==> config.mk <==
export PLATFORM = sky130hd
export DESIGN_NAME = multi_timer
export DESIGN_NICKNAME = d
export VERILOG_FILES = /design/src/rtl/multi_timer_pkg.sv /design/src/rtl/multi_timer_channel.sv /design/src/rtl/multi_timer.sv
export SDC_FILE = /design/constraint.sdc
export NUM_CORES = 1
export LEC_CHECK = 0
export ABC_AREA = 1
export BUFFER_PORTS_ARGS = -buffer_cell sky130_fd_sc_hd__buf_2
export CORE_ASPECT_RATIO = 0.8
export CORE_MARGIN = 3
export CORE_UTILIZATION = 55
export CTS_CLUSTER_SIZE = 12
export DETAILED_ROUTE_END_ITERATION = 7
export PLACE_DENSITY = 0.75
export RECOVER_POWER = 100
export SLEW_MARGIN = 20
export SYNTH_ARGS = -nofsm -noshare
export SYNTH_HDL_FRONTEND = slang
export SYNTH_SLANG_ARGS = --single-unit
==> constraint.sdc <==
create_clock -name clk -period 2.72 [get_ports clk]
set_input_delay 0.136 -clock clk [delete_from_list [all_inputs] [get_ports clk]]
set_output_delay 0.136 -clock clk [all_outputs]
set_load 0.05 [all_outputs]
==> src/rtl/multi_timer_pkg.sv <==
// Shared types and default sizes for the multi_timer block.
//   tmr_state_t : per-channel FSM state (IDLE, RUN, DONE)
//   tmr_mode_t  : per-channel mode (PERIODIC, ONESHOT)
//   DEF_*       : default values for the multi_timer parameters
package multi_timer_pkg;

  typedef enum logic [1:0] {
    IDLE = 2'd0,
    RUN  = 2'd1,
    DONE = 2'd2
  } tmr_state_t;

  typedef enum logic {
    PERIODIC = 1'b0,
    ONESHOT  = 1'b1
  } tmr_mode_t;

  localparam int DEF_NUM_CH     = 4;
  localparam int DEF_WIDTH      = 32;
  localparam int DEF_PRESCALE_W = 8;

endpackage

==> src/rtl/multi_timer_channel.sv <==
// One timer channel: latched terminal value, up-counter and IDLE/RUN/DONE FSM,
// advanced by the shared prescaler tick.
// Ports:
//   clk, rst_n : clock, synchronous active-low reset
//   tick       : shared prescaler tick (one clk cycle wide)
//   enable     : count enable; low pauses the channel in RUN
//   mode       : 0 = periodic, 1 = one-shot (sampled at each terminal count)
//   load       : latch period, clear count, enter RUN (highest priority)
//   period     : terminal value, sampled only on load
//   trigger    : registered one-cycle pulse at terminal count
//   running    : registered, high while the channel is in RUN
module timer_channel
  import multi_timer_pkg::*;
#(
  parameter int WIDTH = DEF_WIDTH
) (
  input  logic             clk,
  input  logic             rst_n,
  input  logic             tick,
  input  logic             enable,
  input  logic             mode,
  input  logic             load,
  input  logic [WIDTH-1:0] period,
  output logic             trigger,
  output logic             running
);

  tmr_state_t       state, state_nxt;
  logic [WIDTH-1:0] per_q, per_nxt;
  logic [WIDTH-1:0] count, count_nxt;
  logic             trig_nxt;

  always_ff @(posedge clk) begin
    if (!rst_n) begin
      state   <= IDLE;
      per_q   <= '0;
      count   <= '0;
      trigger <= 1'b0;
      running <= 1'b0;
    end else begin
      state   <= state_nxt;
      per_q   <= per_nxt;
      count   <= count_nxt;
      trigger <= trig_nxt;
      // Derived from the next state so running always equals (state == RUN).
      running <= (state_nxt == RUN);
    end
  end

  always_comb begin
    state_nxt = state;
    per_nxt   = per_q;
    count_nxt = count;
    trig_nxt  = 1'b0;
    if (load) begin
      // Load overrides a coincident terminal count: no pulse, restart from 0.
      per_nxt   = period;
      count_nxt = '0;
      state_nxt = RUN;
    end else if (state == RUN && enable && tick) begin
      if (count == per_q) begin
        trig_nxt  = 1'b1;
        count_nxt = '0;
        if (tmr_mode_t'(mode) == ONESHOT) begin
          state_nxt = DONE;
        end
      end else begin
        count_nxt = count + WIDTH'(1);
      end
    end
  end

endmodule

==> src/rtl/multi_timer.sv <==
// Multi-channel event/tick timer. NUM_CH independent channels share one
// prescaler; each channel pulses trigger every period+1 prescaled ticks.
// Ports:
//   clk, rst_n : clock, synchronous active-low reset
//   prescale   : tick every prescale+1 clk cycles (0 = every cycle)
//   enable     : per-channel count enable (low = pause)
//   mode       : per-channel mode, 0 = periodic, 1 = one-shot
//   load       : per-channel pulse; latch period, clear count, start
//   period     : packed terminal values, channel i at [i*WIDTH +: WIDTH]
//   trigger    : per-channel registered one-cycle pulse at terminal count
//   running    : per-channel RUN state indicator
// Optional (MULTI_TIMER_STICKY_IRQ_EN defined):
//   irq        : per-channel sticky flag set by trigger
//   irq_clr    : per-channel clear; a coincident set wins
module multi_timer
  import multi_timer_pkg::*;
#(
  parameter int NUM_CH     = DEF_NUM_CH,
  parameter int WIDTH      = DEF_WIDTH,
  parameter int PRESCALE_W = DEF_PRESCALE_W
) (
  input  logic                    clk,
  input  logic                    rst_n,
  input  logic [PRESCALE_W-1:0]   prescale,
  input  logic [NUM_CH-1:0]       enable,
  input  logic [NUM_CH-1:0]       mode,
  input  logic [NUM_CH-1:0]       load,
  input  logic [NUM_CH*WIDTH-1:0] period,
  output logic [NUM_CH-1:0]       trigger,
  output logic [NUM_CH-1:0]       running
`ifdef MULTI_TIMER_STICKY_IRQ_EN
  ,
  output logic [NUM_CH-1:0]       irq,
  input  logic [NUM_CH-1:0]       irq_clr
`endif
);

  logic [PRESCALE_W-1:0] presc_cnt;
  logic                  tick;

  // Equality compare only: if prescale drops below presc_cnt, the counter
  // runs on and wraps through 2^PRESCALE_W before matching again.
  assign tick = (presc_cnt == prescale);

  always_ff @(posedge clk) begin
    if (!rst_n) begin
      presc_cnt <= '0;
    end else if (tick) begin
      presc_cnt <= '0;
    end else begin
      presc_cnt <= presc_cnt + PRESCALE_W'(1);
    end
  end

  for (genvar i = 0; i < NUM_CH; i++) begin : g_ch
    timer_channel #(
      .WIDTH (WIDTH)
    ) u_ch (
      .clk     (clk),
      .rst_n   (rst_n),
      .tick    (tick),
      .enable  (enable[i]),
      .mode    (mode[i]),
      .load    (load[i]),
      .period  (period[i*WIDTH +: WIDTH]),
      .trigger (trigger[i]),
      .running (running[i])
    );
  end

`ifdef MULTI_TIMER_STICKY_IRQ_EN
  always_ff @(posedge clk) begin
    if (!rst_n) begin
      irq <= '0;
    end else begin
      irq <= trigger | (irq & ~irq_clr);
    end
  end
`endif

endmodule

==> qor.txt <==
Outcome = finished clean
Sequential share of power = 47.8%
Initial core utilization = 56.7%
Max cap viols = 0
DRC = 0
First-pass GRT wire length = 73100 um
Avg Inst Size Synth = 6.17 um2
Peak Freq = 410 MHz
Worst Path Buf+Inv = 2
Yosys cell types = 30
# setup viols final = 0
Die height = 154 um
Vias in the first global route = 15400
Synth Area in XOR/XNOR = 3.02%
Worst ir drop on vdd = 607 uV
Worst slew pin tran = 1.01 ns
Clock Power Share = 42.2%
Initial antenna violation count = 0
Required time of the critical path = 3.14 ns
Critical path peak fanout = 8
FF+latch count, synth = 280
RD Place Congestion = 0.941
DR iter-0 viols = 1210
Worst setup EP type = register
Crit Path Class = reg2reg
IO Pins = 158
Rel. slew slack = 32.9%
DP HPWL = 31400 um
Lkg Pwr = 7.65 nW
Filler cells = 2364
Setup WS post-layout = 0.281 ns
Die area = 29400 um2
Vias = 16100
Critical path, cell by cell = inv_1 -> nand2_1 -> nand2_1 -> nor2_1 -> nand2_1 -> nor2_1 -> nand2_1 -> nor2_1 -> nand2_1 -> nand2_1 -> clkbuf_1 -> nor3b_1
Synth Area in Compound Gates = 11.2%
Htree depth = 1
Largest delay contributor family on the critical path = simple AND/OR/NAND/NOR gates
Hold_ws = 0.0392 ns
Final slew viol count = 0
Most Frequent Cell on Critical Path = nand2_1
# port buffers = 157
CP startpoint kind = register
Die Width = 191 um
Root buffer cell = clkbuf_16
Ys Warns = 0
Final Total Pwr = 9.06 mW
Layout cells sized above 1 = 7.97%
Post-synthesis mux area share = 0%
Synth Area in Adders = 0.415%
Largest net degree at the start of global routing = 53
Sw frac = 24.4%
Final worst-path cycle share = 89.7%
Clock tree sinks = 280
Layout Utilization = 69.0%
All-Layer GR Usage = 29.7%
Post-layout min period = 2.44 ns
CTS buffer count = 29
Clock Path Buffers = 3
Antenna Cells = 0
Mapped Nets = 2599
Area grow syn2layout = 21.8%
Latest clock arrival within the worst-skew pair = 0.55 ns
Power share of the combinational group = 10.1%
Syn Std Cell Area = 15100 um2
Setup TNS = 0 ns
Sequential element share of the synthesized area = 37.2%
Worst slack, placed = 0.482 ns
Vias per inst = 5.19
RSZ-0062 raised after global routing = false
CP arrival = 2.86 ns
Post-DR wirelength/cell = 14.3 um
Final Hold Fails = 0
Core Region = 26600 um2
Hold Path Class = in2reg
Post-CTS resize count = 0
Setup Skew = 0.0148 ns
Cells after Synth = 2444
Post-route ant nets = 0
Core Rows = 53
CP max-delay cell = dfxtp_1
Pwr dens = 494 nW/um2
Switching power of the nets = 2.21 mW
Cell internal pwr = 6.85 mW
Congestion Overflow GR = 0
Clock transition at the registers of the reported paths = 0.06 ns
TritonCTS clock tree = done
Simple-gate portion of the synthesized area = 37.6%
CP peak stage delay = 0.46 ns
Largest family of logic cells by synthesized area = simple AND/OR/NAND/NOR gates
First-pass DRT Iterations = 6
Post-Route WL = 44200 um
Nets = 2878
-- final cells by class --
class	count	area, um2	area share (%)
Clock buffer	38	830	4.52
Clock inverter	5	50.0	0.273
Inverter	333	1250	6.81
Multi-Input combinational cell	1761	7840	42.7
Sequential cell	280	5610	30.5
Tap cell	357	447	2.43
Timing Repair Buffer	318	2340	12.7
-- placed cells by master, fill, tap and decap left out --
| cell | instances |
|---|---|
| nand2_1 | 782 |
| nor2_1 | 341 |
| inv_1 | 320 |
| dfxtp_1 | 280 |
| a21oi_1 | 181 |
| o21ai_0 | 147 |
| dlygate4sd3_1 | 147 |
| buf_2 | 144 |
| nand3_1 | 77 |
| nor3_1 | 70 |
| nand4_1 | 61 |
| xor2_1 | 48 |
| clkbuf_16 | 29 |
| clkbuf_1 | 18 |
| nor3b_1 | 15 |
| inv_2 | 7 |
| o21ai_1 | 7 |
| clkbuf_8 | 7 |
| buf_4 | 7 |
| clkinv_1 | 6 |
| nor2_4 | 5 |
| ha_1 | 5 |
| xnor2_1 | 4 |
| clkinv_2 | 4 |
| nand2_2 | 3 |
| nor4_1 | 3 |
| and3_1 | 3 |
| nor3b_2 | 3 |
| clkbuf_2 | 3 |
| nor2_2 | 2 |
| nand2_4 | 1 |
| nor3_2 | 1 |
| nand3b_1 | 1 |
| a31oi_1 | 1 |
| bufinv_16 | 1 |
| buf_12 | 1 |
-- worst paths after layout --
check | start | endpoint | slack (ns) | cells past startpoint
setup / recovery | g_ch[3].u_ch.count[23]$_SDFFE_PP0N_ | g_ch[3].u_ch.count[8]$_SDFFE_PP0N_ | 0.28 | 12
hold reg to reg | g_ch[2].u_ch.per_q[0]$_SDFFE_PN0P_ | g_ch[2].u_ch.per_q[0]$_SDFFE_PN0P_ | 0.47 | 2
setup reg to reg | g_ch[3].u_ch.count[23]$_SDFFE_PP0N_ | g_ch[3].u_ch.count[8]$_SDFFE_PP0N_ | 0.28 | 12
hold / removal | mode[1] | g_ch[1].u_ch.state[1]$_SDFF_PN0_ | 0.04 | 3
-- logic make-up after synthesis --
family / Yosys count
flip-flops: 280
XOR/XNOR: 52
adder cells (fa/ha/maj): 5
AND/OR/NAND/NOR: 1368
buffers and inverters: 403
AO/OA/AOI/OAI: 336
-- power by group through the flow --
stage	clock (mW)	sequential (mW)	combinational, mW
floorplan	0	4.39	0.484
global placement	0	4.41	0.717
detailed placement	0	4.41	0.731
CTS	3.87	4.33	0.902
global route	4.04	4.34	1.03
finish	3.82	4.33	0.911
-- registers in the layout, summed over array words and instances (netlist names) --
name and cells:
g_ch.u_ch.running 4, presc_cnt 8, g_ch.u_ch.count 128, g_ch.u_ch.per_q 128, g_ch.u_ch.state 8, g_ch.u_ch.trigger 4
-- synthesized netlist by cell type --
cell        n  area share [%]
nand2_1   780              19
nor2_1    337             8.4
inv_1     314             7.8
dfxtp_1   280              37
a21oi_1   181             6.0
o21ai_0   147             4.9
nand3_1    77             2.6
nor3_1     70             2.3
nand4_1    61             2.5
xor2_1     48             2.8
clkbuf_1   44             1.1
buf_4      16            0.80
inv_2      13            0.32
nor3b_1    13            0.65
buf_2       7            0.23
o21ai_1     7            0.23
clkinv_1    6            0.15
nor2_2      6            0.25
ha_1        5            0.42
nand2_2     5            0.21
nor2_4      5            0.37
nor3b_2     5            0.42
xnor2_1     4            0.23
and3_1      3            0.12
buf_6       3            0.22
nor4_1      3            0.12
a31oi_1     1           0.042
nand2_4     1           0.075
nand3b_1    1           0.050
nor3_2      1           0.066
-- routing by layer --
| layer | routed length [um] | track usage [%] | vias up |
|---|---|---|---|
| li1 | - | - | 8222 |
| met3 | 2600 | 3.58 | 84 |
| met5 | 0 | 0 | - |
| met2 | 20100 | 49.8 | 492 |
| met1 | 20400 | 40.7 | 7261 |
| met4 | 1110 | 7.47 | 0 |
-- per-stage QoR --
step | std cells | cell area [um2]
after floorplan | 2444 | 15100
after global placement | 2902 | 16100
after detailed placement | 2902 | 16100
after CTS | 3092 | 18400
after global routing | 3092 | 18400
final | 3092 | 18400
-- worst register-to-register path, stage by stage (launching register included) --
cell	delay, ns
dfxtp_1	0.46
inv_1	0.14
nand2_1	0.08
nand2_1	0.05
nor2_1	0.12
nand2_1	0.09
nor2_1	0.11
nand2_1	0.06
nor2_1	0.35
nand2_1	0.13
nand2_1	0.23
clkbuf_1	0.39
nor3b_1	0.10
-- timing repair --
item	4_1_cts	5_1_grt
buffers inserted	0	0
hold endpoints to repair	135	0
hold buffers	147	0
Note: power is estimated with default switching activity, not from simulation.
